$ cat config.mk
export PLATFORM = sky130hd
export DESIGN_NAME = peripheral_muldiv
export DESIGN_NICKNAME = d
export VERILOG_FILES = /design/src/rtl/peripheral_muldiv.sv
export SDC_FILE = /design/constraint.sdc
export NUM_CORES = 1
export LEC_CHECK = 0
export CAP_MARGIN = 40
export CORE_ASPECT_RATIO = 0.8
export CORE_MARGIN = 5
export CORE_UTILIZATION = 50
export DETAILED_ROUTE_END_ITERATION = 8
export PLACE_DENSITY = 0.68
export SYNTH_ARGS = -nofsm -noshare
export SYNTH_HDL_FRONTEND = slang
export SYNTH_SLANG_ARGS = --single-unit
$ cat constraint.sdc
create_clock -name clk -period 10.04 [get_ports clk]
set_input_delay 2.008 -clock clk [delete_from_list [all_inputs] [get_ports clk]]
set_output_delay 2.008 -clock clk [all_outputs]
set_load 0.03 [all_outputs]
$ cat src/rtl/peripheral_muldiv.sv
// Memory-mapped unsigned multiply/divide unit on the 16-bit bus.
// Ports: clk, rst, d_in/cs/addr/rd/wr bus in; d_out read data; irq level.
module peripheral_muldiv #(
  parameter int WIDTH = 16,
  parameter int CNT_W = 5
) (
  input  logic        clk,
  input  logic        rst,
  input  logic [15:0] d_in,
  input  logic        cs,
  input  logic [2:0]  addr,
  input  logic        rd,
  input  logic        wr,
  output logic [15:0] d_out,
  output logic        irq
);

  typedef enum logic [1:0] {
    IDLE = 2'd0,
    MUL  = 2'd1,
    DIV  = 2'd2
  } state_t;

  state_t state_q;
  state_t state_d;

  logic [WIDTH-1:0]   a_q;
  logic [WIDTH-1:0]   b_q;
  logic               mode_q;
  logic               irq_en_q;
  logic               done_q;
  logic               div0_q;
  logic               pend_q;
  logic [15:0]        res_lo_q;
  logic [15:0]        res_hi_q;
  logic [CNT_W-1:0]   cnt_q;

  logic [2*WIDTH-1:0] acc_q;
  logic [2*WIDTH-1:0] mcand_q;
  logic [WIDTH-1:0]   mplier_q;
  logic [WIDTH-1:0]   rem_q;
  logic [WIDTH-1:0]   quo_q;
  logic [WIDTH-1:0]   dvsr_q;

  logic               busy;
  logic               wr_en;
  logic               ctrl_wr;
  logic               start;
  logic               last;
  logic [15:0]        rd_data;

  logic [2*WIDTH-1:0] mul_sum;
  logic [31:0]        prod;
  logic [WIDTH:0]     rem_sh;
  logic [WIDTH:0]     diff;
  logic               ge;
  logic [WIDTH-1:0]   rem_nx;
  logic [WIDTH-1:0]   quo_nx;

  assign busy    = (state_q != IDLE);
  assign wr_en   = cs & wr & ~busy;
  assign ctrl_wr = wr_en & (addr == 3'd2);
  // A pending divide-by-zero completion blocks a new start for one cycle
  assign start   = ctrl_wr & d_in[0] & ~pend_q;
  assign last    = (cnt_q == CNT_W'(1));
  assign irq     = done_q & irq_en_q;

  // Shift-add multiply step
  assign mul_sum = mplier_q[0] ? (acc_q + mcand_q) : acc_q;
  assign prod    = 32'(mul_sum);

  // Restoring divide step; borrow bit of diff decides restore
  assign rem_sh  = {rem_q, quo_q[WIDTH-1]};
  assign diff    = rem_sh - {1'b0, dvsr_q};
  assign ge      = ~diff[WIDTH];
  assign rem_nx  = ge ? diff[WIDTH-1:0] : rem_sh[WIDTH-1:0];
  assign quo_nx  = {quo_q[WIDTH-2:0], ge};

  always_comb begin
    rd_data = '0;
    case (addr)
      3'd0: rd_data = 16'(a_q);
      3'd1: rd_data = 16'(b_q);
      3'd2: rd_data = {11'b0, irq_en_q, mode_q,
                       div0_q, busy, done_q};
      3'd3: rd_data = res_lo_q;
      3'd4: rd_data = res_hi_q;
      default: rd_data = '0;
    endcase
  end

  always_comb begin
    state_d = state_q;
    case (state_q)
      IDLE: begin
        if (start) begin
          if (!d_in[1])
            state_d = MUL;
          else if (b_q != '0)
            state_d = DIV;
          else
            state_d = IDLE;
        end
      end
      MUL: if (last) state_d = IDLE;
      DIV: if (last) state_d = IDLE;
      default: state_d = IDLE;
    endcase
  end

  always_ff @(posedge clk or posedge rst) begin
    if (rst) begin
      state_q  <= IDLE;
      d_out    <= '0;
      a_q      <= '0;
      b_q      <= '0;
      mode_q   <= 1'b0;
      irq_en_q <= 1'b0;
      done_q   <= 1'b0;
      div0_q   <= 1'b0;
      pend_q   <= 1'b0;
      res_lo_q <= '0;
      res_hi_q <= '0;
      cnt_q    <= '0;
      acc_q    <= '0;
      mcand_q  <= '0;
      mplier_q <= '0;
      rem_q    <= '0;
      quo_q    <= '0;
      dvsr_q   <= '0;
    end else begin
      state_q <= state_d;
      d_out   <= (cs && rd) ? rd_data : '0;

      if (wr_en && addr == 3'd0)
        a_q <= d_in[WIDTH-1:0];
      if (wr_en && addr == 3'd1)
        b_q <= d_in[WIDTH-1:0];

      if (ctrl_wr) begin
        mode_q   <= d_in[1];
        irq_en_q <= d_in[2];
        if (d_in[0] || d_in[3]) begin
          done_q <= 1'b0;
          div0_q <= 1'b0;
        end
      end

      if (start) begin
        cnt_q    <= CNT_W'(WIDTH);
        acc_q    <= '0;
        mcand_q  <= {{WIDTH{1'b0}}, a_q};
        mplier_q <= b_q;
        rem_q    <= '0;
        quo_q    <= a_q;
        dvsr_q   <= b_q;
        pend_q   <= d_in[1] && (b_q == '0);
      end

      // Divide by zero: finish one cycle after start, A kept in quo_q
      if (pend_q) begin
        pend_q   <= 1'b0;
        done_q   <= 1'b1;
        div0_q   <= 1'b1;
        res_lo_q <= 16'({WIDTH{1'b1}});
        res_hi_q <= 16'(quo_q);
      end

      case (state_q)
        MUL: begin
          acc_q    <= mul_sum;
          mcand_q  <= mcand_q << 1;
          mplier_q <= mplier_q >> 1;
          cnt_q    <= cnt_q - CNT_W'(1);
          if (last) begin
            res_lo_q <= prod[15:0];
            res_hi_q <= prod[31:16];
            done_q   <= 1'b1;
          end
        end
        DIV: begin
          rem_q <= rem_nx;
          quo_q <= quo_nx;
          cnt_q <= cnt_q - CNT_W'(1);
          if (last) begin
            res_lo_q <= 16'(quo_nx);
            res_hi_q <= 16'(rem_nx);
            done_q   <= 1'b1;
          end
        end
        default: ;
      endcase
    end
  end

endmodule

# ---- Yosys cells after proc, flatten, opt, wreduce, memory -nomap -nowiden
# Cells that the tools add are included.
dict set report word_totals {
  ff_bits 220
  latch_bits 0
  mem_bits_rw 0
  rom_bits 0
  input_bits 24
  out_inout_bits 17
  wordCells 96
  n_memories 0
}
dict set report op_classes {
  n_addsub 3
  multipliers 0
  n_div 0
  n_lt_le_gt_ge 0
  n_eq_ne 9
  shift 0
  n_mux 39
  bitwise 9
  n_reduce_logical 18
}
# op n
set op_table {}
lappend op_table {{16-bit 2-to-1 mux} 14}
lappend op_table {{32-bit 2-to-1 mux} 5}
lappend op_table {{16-bit case mux with 5 select lines} 1}
lappend op_table {{16-bit case mux with 2 select lines} 2}
lappend op_table {{32-bit adder} 1}
lappend op_table {{17-bit by 16-bit subtractor with 17-bit output} 1}
lappend op_table {{16-bit zero test} 1}
lappend op_table {{16-bit nonzero test} 1}
lappend op_table {{2-bit nonzero test} 6}
lappend op_table {{1-bit 2-to-1 mux} 10}
lappend op_table {{5-bit 2-to-1 mux} 2}
lappend op_table {{2-bit 2-to-1 mux} 4}
lappend op_table {{1-bit AND} 6}
lappend op_table {{3-bit by 2-bit equality test with 1-bit output, second input constant} 2}
lappend op_table {{5-bit by 1-bit equality test with 1-bit output, second input constant} 1}
lappend op_table {{5-bit by 1-bit subtractor with 5-bit output, second input constant} 1}
lappend op_table {{1-bit logical AND} 4}
lappend op_table {{2-bit case mux with 2 select lines} 1}
lappend op_table {{2-bit AND reduction} 2}
lappend op_table {{3-bit by 1-bit equality test with 1-bit output, second input constant} 1}
lappend op_table {{3-bit equality test, second input constant} 1}
lappend op_table {{3-bit zero test} 1}
lappend op_table {{1-bit NOT} 3}
lappend op_table {{2-bit by 1-bit equality test with 1-bit output, second input constant} 1}
lappend op_table {{6 further kinds} 6}

# ---- Logic depth before layout (Yosys ltp)
# Gate-level depths: netlist of the first run.
dict set report depth {
  depth_word 8
  depth_mapped 13
}

# ---- Worst setup path after synthesis of the first run
# Ideal clock, no wire load.
dict set report synth_path {
  path_kind {input to register}
  startpoint {input addr[1]}
  endpoint {register acc_q[24]}
  arrival_time_ps 3984
  t_required_ps 9914
  path_slack_ps 5930
  stages 9
  path_buffers 3
  path_cell_list {clkbuf_1 -> or4b_1 -> nor3b_2 -> nor2_1 -> or2_2 -> clkbuf_1 -> buf_2 -> nand2_1 -> nand3_1}
}
dict set report synth_between {
  elab_chain_cells 5
}
# element line
set synth_lines {}
lappend synth_lines {{start: declaration} 11} ;# input logic [2:0] addr,
lappend synth_lines {{3-bit by 2-bit equality test with 1-bit output} 62} ;# assign ctrl_wr = wr_en & (addr == 3'd2);
lappend synth_lines {{1-bit AND} 62}
lappend synth_lines {{1-bit AND (2 in series)} 64} ;# assign start = ctrl_wr & d_in[0] & ~pend_q;
lappend synth_lines {{2-bit nonzero test (no line)} --}
lappend synth_lines {{end signal: assignment} 171} ;# acc_q <= mul_sum;
lappend synth_lines {{end: declaration} 38} ;# logic [2*WIDTH-1:0] acc_q;
# Every way passes these cells.
# A chain may end at the register's enable or synchronous reset.

# ---- Worst setup path after layout of the first run
dict set report layout_path {
  startpoint {input addr[1]}
  endpoint {register acc_q[15]}
}
# Same word-level chain as after synthesis.

==> flow_summary.html, run 1 <==
<table>
<tr><th>Metric</th><th>Value</th></tr>
<tr><th colspan="2">Drt</th></tr>
<tr><td>ANT nets after route</td><td>0</td></tr>
<tr><td>Routed via count</td><td>9962</td></tr>
<tr><td>Drt drc</td><td>0</td></tr>
<tr><td>Wire length reported by the detailed router</td><td>32800 um</td></tr>
<tr><td>Routed length per placed instance</td><td>roughly 20 um</td></tr>
<tr><td>First-pass iteration count of the detailed router</td><td>6</td></tr>
<tr><td>DR iter-0 viols</td><td>952</td></tr>
<tr><td>Post-DR vias/cell</td><td>about 6</td></tr>
<tr><th colspan="2">STA</th></tr>
<tr><td>Final Skew</td><td>0.00809 ns</td></tr>
<tr><td>Worst slew margin relative to its limit</td><td>0.466</td></tr>
<tr><td>Shortest period the worst path allows</td><td>4.72 ns</td></tr>
<tr><td>Final TNS setup</td><td>0 ns</td></tr>
<tr><td>Least-Margin Pin Slew</td><td>0.801 ns</td></tr>
<tr><td>Final hold violation count</td><td>0</td></tr>
<tr><td>Setup-violating endpoint count in the final report</td><td>0</td></tr>
<tr><td>Maximum frequency from static timing analysis</td><td>0.212 GHz</td></tr>
<tr><td>Final count of pins violating max slew</td><td>0</td></tr>
<tr><td>Post-route fraction of the period consumed by the critical path</td><td>0.470</td></tr>
<tr><td>Setup repair after global routing missed its margin</td><td>no</td></tr>
<tr><th colspan="2">Run status</th></tr>
<tr><td>Outcome</td><td>completed</td></tr>
<tr><th colspan="2">Synthesis</th></tr>
<tr><td>Post-Synth XOR/XNOR Area</td><td>0.0271</td></tr>
<tr><td>Share of cell area taken by muxes after synthesis</td><td>0.0730</td></tr>
<tr><td>Number of enable-type register cells in the synthesized netlist</td><td>0</td></tr>
<tr><td>Synthesized netlist cell count</td><td>1316</td></tr>
<tr><td>Dominant combinational cell family by area after synthesis</td><td>compound AO/OA/AOI/OAI gates</td></tr>
<tr><td>Per-instance average area after synthesis</td><td>9.35 um2</td></tr>
<tr><td>Top_reg_cell synth</td><td>sky130_fd_sc_hd__dfrtp_1</td></tr>
<tr><td>Net count after synthesis</td><td>1394</td></tr>
<tr><td>Post-synthesis sequential area ratio</td><td>0.448</td></tr>
<tr><td>Post-synthesis simple-gate area fraction</td><td>0.161</td></tr>
<tr><td>Yosys warning count</td><td>0</td></tr>
<tr><td>Post-synthesis sequential element count</td><td>220</td></tr>
<tr><td>Fraction of registers with async set/reset</td><td>1.00</td></tr>
<tr><td>Top post-synthesis cells by area</td><td>sky130_fd_sc_hd__dfrtp_1 45%, sky130_fd_sc_hd__nand2_1 6.7%, sky130_fd_sc_hd__ha_1 5.3%, sky130_fd_sc_hd__a21oi_1 4.7%, sky130_fd_sc_hd__o21ai_0 3.9%</td></tr>
<tr><td>Fraction of post-synthesis cell area in the top cell type by area</td><td>0.448</td></tr>
<tr><td>Cell area after synthesis</td><td>12300 um2</td></tr>
<tr><td>Area fraction in compound gates after synthesis</td><td>0.202</td></tr>
<tr><td>Adder-cell share of the synthesized area</td><td>0.0561</td></tr>
<tr><td>Number of library cell types mapped by synthesis</td><td>73</td></tr>
<tr><td>Most area-hungry cell type in the Yosys netlist</td><td>sky130_fd_sc_hd__dfrtp_1</td></tr>
<tr><th colspan="2">Job</th></tr>
<tr><td>Reported max-cap violation count</td><td>0</td></tr>
<tr><th colspan="2">Floorplanning</th></tr>
<tr><td>Core Footprint</td><td>24300 um2</td></tr>
<tr><td>Horizontal die dimension</td><td>185 um</td></tr>
<tr><td>Chip Height</td><td>150 um</td></tr>
<tr><td>Boundary pin count</td><td>41</td></tr>
<tr><td>Area of the die</td><td>~28000 um2</td></tr>
<tr><td>Std-Cell Rows</td><td>51</td></tr>
<tr><td>Initial core utilization</td><td>0.506</td></tr>
<tr><th colspan="2">GRT</th></tr>
<tr><td>Met1 Use GR</td><td>0.345</td></tr>
<tr><td>Total global routing track utilization</td><td>0.236</td></tr>
<tr><td>Via count of the first global-routing pass</td><td>approximately 9500</td></tr>
<tr><td>Pin count of the biggest net entering global routing</td><td>77</td></tr>
<tr><td>Global Route met2 Usage</td><td>0.366</td></tr>
<tr><td>Antenna violations before repair</td><td>2</td></tr>
<tr><td>Routing layer with the top usage in global route</td><td>met2</td></tr>
<tr><td>Fraction of met3 tracks used by global routing</td><td>0.0560</td></tr>
<tr><td>Grt ovf</td><td>0</td></tr>
<tr><td>First-pass GRT wire length</td><td>52200 um</td></tr>
<tr><th colspan="2">Clocking</th></tr>
<tr><td>Root buffer cell</td><td>sky130_fd_sc_hd__clkbuf_16</td></tr>
<tr><td>Number of buffers added by the clock tree synthesis step</td><td>23</td></tr>
<tr><td>Worst-Skew Late Latency</td><td>between 0.5 and 0.6 ns</td></tr>
<tr><td>TritonCTS clock tree</td><td>built</td></tr>
<tr><td>Quantity of gates resized following cts</td><td>0</td></tr>
<tr><td>Post-CTS Repair Setup Buffers</td><td>0</td></tr>
<tr><td>Depth of the CTS H-tree</td><td>1</td></tr>
<tr><td>Maximum clock insertion buffer count</td><td>3</td></tr>
<tr><td>Clock net sink count</td><td>220</td></tr>
<tr><td>Worst-path clk slew</td><td>around 0.060 ns</td></tr>
<tr><td>CTS Hold Buffers Added</td><td>0</td></tr>
<tr><th colspan="2">Placement</th></tr>
<tr><td>IO Port Bufs</td><td>40</td></tr>
<tr><td>Routability cong.</td><td>0.906</td></tr>
<tr><td>Dpl hpwl</td><td>23900 um</td></tr>
<tr><th colspan="2">Critical path</th></tr>
<tr><td>FF-to-FF path depth</td><td>10</td></tr>
<tr><td>Most frequent CP cell</td><td>sky130_fd_sc_hd__buf_4</td></tr>
<tr><td>Maximum net fanout on the critical path</td><td>52</td></tr>
<tr><td>Cell at the slowest stage of the critical path</td><td>sky130_fd_sc_hd__clkdlybuf4s50_1</td></tr>
<tr><td>Worst setup EP type</td><td>flip-flop</td></tr>
<tr><td>Crit path cell chain</td><td>clkdlybuf4s50_1 &gt; or4b_1 &gt; nor3b_4 &gt; buf_4 &gt; nor2_1 &gt; buf_4 &gt; or2_2 &gt; a22o_1</td></tr>
<tr><td>Crit Path Class</td><td>in -&gt; reg</td></tr>
<tr><td>Category of the worst setup path launch point</td><td>primary input</td></tr>
<tr><td>Delay of the slowest critical-path stage</td><td>~0.85 ns</td></tr>
<tr><td>Required @ worst endpoint</td><td>10.44 ns</td></tr>
<tr><td>Data arrival time of the critical path</td><td>5.13 ns</td></tr>
<tr><th colspan="2">Finish</th></tr>
<tr><td>Layout Utilization</td><td>0.570</td></tr>
<tr><td>Register Area</td><td>5510 um2</td></tr>
<tr><td>Commonest non-fill, non-tap cells in the layout</td><td>220 x sky130_fd_sc_hd__dfrtp_1, 219 x sky130_fd_sc_hd__nand2_1, 116 x sky130_fd_sc_hd__a21oi_1, 97 x sky130_fd_sc_hd__o21ai_0, 60 x sky130_fd_sc_hd__nor2_1</td></tr>
<tr><td>Area grow syn2layout</td><td>12.7%</td></tr>
<tr><td>Footprint of the multi-input gates</td><td>between 6000 and 7000 um2</td></tr>
<tr><td>Antenna cell count</td><td>0</td></tr>
<tr><td>Fraction of layout cells with a size suffix above 1</td><td>0.0858</td></tr>
<tr><td>Number of nets in the finished design</td><td>1403</td></tr>
<tr><td>Fillers</td><td>2110</td></tr>
<tr><td>Most common library cell in the layout ignoring fill and taps</td><td>sky130_fd_sc_hd__dfrtp_1</td></tr>
<tr><th colspan="2">Power</th></tr>
<tr><td>Peak VDD IR</td><td>0.255 mV</td></tr>
<tr><td>P per Cell Area</td><td>308 nW/um2</td></tr>
<tr><td>Leak pwr</td><td>6.49 nW</td></tr>
<tr><th colspan="2">Worst hold path</th></tr>
<tr><td>WHS Path Cells</td><td>1</td></tr>
<tr><td>Class of the tightest hold or removal check</td><td>reg -&gt; reg</td></tr>
</table>
==> cell usage after synthesis (7+ instances only) <==
cell type and number:
sky130_fd_sc_hd__dfrtp_1 220, sky130_fd_sc_hd__a31oi_1 7, sky130_fd_sc_hd__nor2b_1 24, sky130_fd_sc_hd__a21o_1 43
sky130_fd_sc_hd__o21ai_0 97, sky130_fd_sc_hd__nand3_1 22, sky130_fd_sc_hd__mux2i_1 35, sky130_fd_sc_hd__a21oi_1 116
sky130_fd_sc_hd__nor3_1 9, sky130_fd_sc_hd__nand2_1 219, sky130_fd_sc_hd__xnor2_1 24, sky130_fd_sc_hd__a22oi_1 35
sky130_fd_sc_hd__nor2_1 60, sky130_fd_sc_hd__xor2_1 14, sky130_fd_sc_hd__and3_1 9, sky130_fd_sc_hd__mux2_2 43
sky130_fd_sc_hd__and2_1 27, sky130_fd_sc_hd__buf_1 9, sky130_fd_sc_hd__inv_1 33, sky130_fd_sc_hd__ha_1 52
sky130_fd_sc_hd__nand2b_1 16, sky130_fd_sc_hd__o21bai_1 11, sky130_fd_sc_hd__clkbuf_1 64, sky130_fd_sc_hd__a32oi_1 10
==> power by group <==
| group | internal, mW | switching [mW] | total, mW |
|---|---|---|---|
| Sequential | 1.19 | 0.306 | 1.50 |
| Combinational | 0.760 | 1.07 | 1.83 |
| Clock | 0.581 | 0.354 | 0.936 |
==> kinds of logic after synthesis <==
logic type,after synthesis
fa+ha+maj,54
simple gates,424
buf+inv,108
mux,82
flops,220
xor+xnor,38
compound gates,390
==> registers in the layout, indices dropped and copies added (netlist names) <==
signal,cells
mode_q,1
acc_q,32
res_lo_q,16
cnt_q,5
rem_q,16
div0_q,1
pend_q,1
done_q,1
quo_q,16
mplier_q,16
d_out,16
state_q,2
mcand_q,32
a_q,16
b_q,16
dvsr_q,16
res_hi_q,16
irq_en_q,1
==> final timing paths <==
check                           slack (ns)         from           end
worst min register to register        0.47  mplier_q[9]   mplier_q[8]
worst min-delay path                  0.47  mplier_q[9]   mplier_q[8]
min in group asynchronous             1.94          rst   mcand_q[23]
worst max-delay path                  5.32      addr[1]     acc_q[15]
max in group asynchronous             7.09          rst      d_out[1]
worst max register to register        6.39    acc_q[12]  res_hi_q[15]
==> stage by stage <==
stage / hold WS (ns) / power (mW) / setup WS [ns] / cells / cell area, um2
after global routing: 0.491 / 4.56 / 5.10 / 1658 / 13900
after detailed placement: 0.461 / 3.30 / 4.84 / 1618 / 13000
after floorplan: 0.442 / 2.80 / 2.01 / 1316 / 12300
after CTS: 0.475 / 4.25 / 5.36 / 1658 / 13900
after global placement: 0.456 / 3.25 / 4.86 / 1613 / 12900
final: 0.471 / 4.26 / 5.32 / 1658 / 13900
==> critical path, delay by kind of cell <==
kind | cells | cell delay, ns
buffers and inverters | 3 | 1.52
AOI/OAI and AO/OA | 1 | 0.26
and+or+nand+nor | 4 | 1.30
==> routing by layer <==
metal	wire length [um]	vias to the layer above
met1	14900	4909
met4	527	4
met5	26	-
met2	14800	307
li1	-	4701
met3	2640	41
==> final cells by class <==
class,instances,share of cell area
multi-input combinational,988,0.462
inverter,33,0.00948
timing repair buffer,59,0.0419
clock inverter,6,0.00984
clock buffer,34,0.0503
sequential,220,0.397
tap,318,0.0287
No activity file was read; power rests on OpenSTA's default activity.
==> run 2: changes to the inputs <==
- clock period: 10.04 -> 4.38 ns (I/O delays scaled with it)
==> run 2 against run 1 <==
  * Flip-flop and latch count did not move
  * Final cell count rose by 0.60%
  * Final area barely moved
  * Critical path depth rose by 2
  * Setup slack got worse by 4.4 ns
  * Critical path type is now reg -> reg
  * Critical endpoint is now res_hi_q[15]
==> flow_summary.html, run 2 (synthesis gave the netlist of run 1 again) <==
<table>
<tr><th>Metric</th><th>Value</th></tr>
<tr><th colspan="2">Finish</th></tr>
<tr><td>Footprint of the multi-input gates</td><td>approximately 6400 um2</td></tr>
<tr><td>Area grow syn2layout</td><td>12.6%</td></tr>
<tr><td>Layout Cell Area excl Fill</td><td>13800 um2</td></tr>
<tr><td>Fraction of layout cells with a size suffix above 1</td><td>0.0896</td></tr>
<tr><td>Most common library cell in the layout ignoring fill and taps</td><td>sky130_fd_sc_hd__dfrtp_1</td></tr>
<tr><td>Antenna cell count</td><td>0</td></tr>
<tr><td>Largest registers ranked by flip-flop count</td><td>acc_q: 32 flops, mcand_q: 32 flops</td></tr>
<tr><td>Commonest non-fill, non-tap cells in the layout</td><td>220 x sky130_fd_sc_hd__dfrtp_1, 219 x sky130_fd_sc_hd__nand2_1, 116 x sky130_fd_sc_hd__a21oi_1, 97 x sky130_fd_sc_hd__o21ai_0, 60 x sky130_fd_sc_hd__nor2_1</td></tr>
<tr><td>Fillers</td><td>between 2000 and 2500</td></tr>
<tr><td>Number of nets in the finished design</td><td>~1400</td></tr>
<tr><td>Register Area</td><td>about 5500 um2</td></tr>
<tr><td>Non-filler instance count after layout</td><td>between 1500 and 2000</td></tr>
<tr><th colspan="2">Floorplanning</th></tr>
<tr><td>Horizontal die dimension</td><td>185 um</td></tr>
<tr><td>Std-Cell Rows</td><td>51</td></tr>
<tr><td>Initial core utilization</td><td>0.506</td></tr>
<tr><td>Chip Height</td><td>around 150 um</td></tr>
<tr><td>Area of the die</td><td>27900 um2</td></tr>
<tr><td>Core Footprint</td><td>24300 um2</td></tr>
<tr><td>Boundary pin count</td><td>41</td></tr>
<tr><th colspan="2">Placement</th></tr>
<tr><td>Dpl hpwl</td><td>25200 um</td></tr>
<tr><td>Routability cong.</td><td>0.936</td></tr>
<tr><td>Placed Cells incl. Taps</td><td>1627</td></tr>
<tr><td>IO Port Bufs</td><td>40</td></tr>
<tr><td>Cell area after placement</td><td>13100 um2</td></tr>
<tr><th colspan="2">Critical path</th></tr>
<tr><td>Category of the worst setup path launch point</td><td>flip-flop</td></tr>
<tr><td>Crit Path Class</td><td>reg -&gt; reg</td></tr>
<tr><td>Required @ worst endpoint</td><td>between 4 and 5 ns</td></tr>
<tr><td>Crit path buf inv count</td><td>0</td></tr>
<tr><td>Data arrival time of the critical path</td><td>3.95 ns</td></tr>
<tr><td>Delay of the slowest critical-path stage</td><td>0.67 ns</td></tr>
<tr><td>Reg2Reg Setup Slack</td><td>0.87 ns</td></tr>
<tr><td>Cell at the slowest stage of the critical path</td><td>sky130_fd_sc_hd__a2111oi_0</td></tr>
<tr><td>Cell family with most CP delay</td><td>compound AO/OA/AOI/OAI gates</td></tr>
<tr><td>Worst setup EP type</td><td>flip-flop</td></tr>
<tr><td>Crit path cell chain</td><td>ha_1 &gt; a21oi_1 &gt; o21ai_0 &gt; a22o_1 &gt; a2111oi_0 &gt; a211oi_1 &gt; o32ai_1 &gt; mux2i_1 &gt; mux2_1 &gt; a32oi_1</td></tr>
<tr><td>Maximum net fanout on the critical path</td><td>5</td></tr>
<tr><th colspan="2">STA</th></tr>
<tr><td>Setup repair after global routing missed its margin</td><td>no</td></tr>
<tr><td>Worst slew margin relative to its limit</td><td>0.430</td></tr>
<tr><td>Worst Hold Slack</td><td>0.472 ns</td></tr>
<tr><td>Final hold violation count</td><td>0</td></tr>
<tr><td>Shortest period the worst path allows</td><td>3.51 ns</td></tr>
<tr><td>Least-Margin Pin Slew</td><td>between 0.8 and 0.9 ns</td></tr>
<tr><td>Post-route fraction of the period consumed by the critical path</td><td>0.801</td></tr>
<tr><td>Final Skew</td><td>between 0.01 and 0.015 ns</td></tr>
<tr><td>Final TNS setup</td><td>0 ns</td></tr>
<tr><td>Final count of pins violating max slew</td><td>0</td></tr>
<tr><td>Maximum frequency from static timing analysis</td><td>0.285 GHz</td></tr>
<tr><td>Setup-violating endpoint count in the final report</td><td>0</td></tr>
<tr><th colspan="2">Clocking</th></tr>
<tr><td>Clock net sink count</td><td>220</td></tr>
<tr><td>Worst-path clk slew</td><td>0.06 ns</td></tr>
<tr><td>Post-CTS Repair Setup Buffers</td><td>0</td></tr>
<tr><td>CTS Hold Buffers Added</td><td>0</td></tr>
<tr><td>TritonCTS clock tree</td><td>built</td></tr>
<tr><td>Number of buffers added by the clock tree synthesis step</td><td>24</td></tr>
<tr><td>Maximum clock insertion buffer count</td><td>3</td></tr>
<tr><td>Root buffer cell</td><td>sky130_fd_sc_hd__clkbuf_16</td></tr>
<tr><td>Depth of the CTS H-tree</td><td>1</td></tr>
<tr><td>Quantity of gates resized following cts</td><td>0</td></tr>
<tr><td>Worst-Skew Late Latency</td><td>roughly 0.52 ns</td></tr>
<tr><th colspan="2">GRT</th></tr>
<tr><td>Pin count of the biggest net entering global routing</td><td>107</td></tr>
<tr><td>First-pass GRT wire length</td><td>54500 um</td></tr>
<tr><td>Antenna violations before repair</td><td>2</td></tr>
<tr><td>Total global routing track utilization</td><td>0.248</td></tr>
<tr><td>Grt ovf</td><td>0</td></tr>
<tr><td>Via count of the first global-routing pass</td><td>around 9800</td></tr>
<tr><th colspan="2">Run status</th></tr>
<tr><td>Outcome</td><td>completed</td></tr>
<tr><th colspan="2">Drt</th></tr>
<tr><td>Drt drc</td><td>0</td></tr>
<tr><td>Routed length per placed instance</td><td>20.7 um</td></tr>
<tr><td>ANT nets after route</td><td>0</td></tr>
<tr><td>Wire length reported by the detailed router</td><td>34600 um</td></tr>
<tr><td>Routed via count</td><td>10100</td></tr>
<tr><td>DR iter-0 viols</td><td>a little over 900</td></tr>
<tr><td>Post-DR vias/cell</td><td>6.08</td></tr>
<tr><td>First-pass iteration count of the detailed router</td><td>8</td></tr>
<tr><th colspan="2">Power</th></tr>
<tr><td>Leak pwr</td><td>roughly 6.5 nW</td></tr>
<tr><td>P per Cell Area</td><td>around 700 nW/um2</td></tr>
<tr><td>Peak VDD IR</td><td>0.540 mV</td></tr>
<tr><td>Power, Total</td><td>9.71 mW</td></tr>
<tr><th colspan="2">Worst hold path</th></tr>
<tr><td>Class of the tightest hold or removal check</td><td>reg -&gt; reg</td></tr>
<tr><th colspan="2">Job</th></tr>
<tr><td>Reported max-cap violation count</td><td>0</td></tr>
</table>
## run 2: cell types whose count changed in the layout (fill, tap and decap cells not counted), sizes merged
cell      delta
buf          +9
bufinv       -2
clkbuf       -1
clkinv       +3
clkinvlp     +3
inv          -2
## run 2: final cells by class
class | count | area share
clock buffer | 33 | 0.0488
clock inverter | 8 | 0.00705
inverter | 33 | 0.00922
multi-input combinational | 988 | 0.463
sequential | 220 | 0.398
tap | 318 | 0.0287
timing repair buffer | 68 | 0.0459
## run 2: power by group
part | switching [mW] | internal [mW]
combinational | 2.50 | 1.75
clock | 0.819 | 1.19
sequential | 0.718 | 2.74
total | 4.03 | 5.68
## run 2: path summary, 6_finish.rpt
kind | start | depth (start not counted) | to
worst max-delay path | acc_q[6] | 10 | res_hi_q[15]
worst min-delay path | mplier_q[11] | 1 | mplier_q[10]
worst max register to register | acc_q[6] | 10 | res_hi_q[15]
worst min register to register | mplier_q[11] | 1 | mplier_q[10]
max in group asynchronous | rst | 4 | res_hi_q[5]
min in group asynchronous | rst | 3 | mcand_q[27]
## run 2: stage by stage
stage           util  worst slack (ns)
2_1_floorplan      -             0.636
3_3_place_gp   0.536             0.888
3_5_place_dp   0.538             0.840
4_1_cts        0.570              1.02
5_1_grt        0.570             0.727
6_report       0.570             0.874
## run 2: worst reg2reg max path: stages (launching register included)
cell	delay, ns
sky130_fd_sc_hd__dfrtp_1	0.40
sky130_fd_sc_hd__ha_1	0.37
sky130_fd_sc_hd__a21oi_1	0.17
sky130_fd_sc_hd__o21ai_0	0.22
sky130_fd_sc_hd__a22o_1	0.28
sky130_fd_sc_hd__a2111oi_0	0.67
sky130_fd_sc_hd__a211oi_1	0.14
sky130_fd_sc_hd__o32ai_1	0.39
sky130_fd_sc_hd__mux2i_1	0.25
sky130_fd_sc_hd__mux2_1	0.37
sky130_fd_sc_hd__a32oi_1	0.19
## run 2: per-layer routing
layer / part of all wire / track usage / vias to the layer above
met2: 0.44 / 0.378 / 342
met5: 0.00038 / 0 / -
li1: - / - / 4714
met3: 0.074 / 0.0510 / 55
met4: 0.021 / 0.0488 / 2
met1: 0.47 / 0.369 / 5023
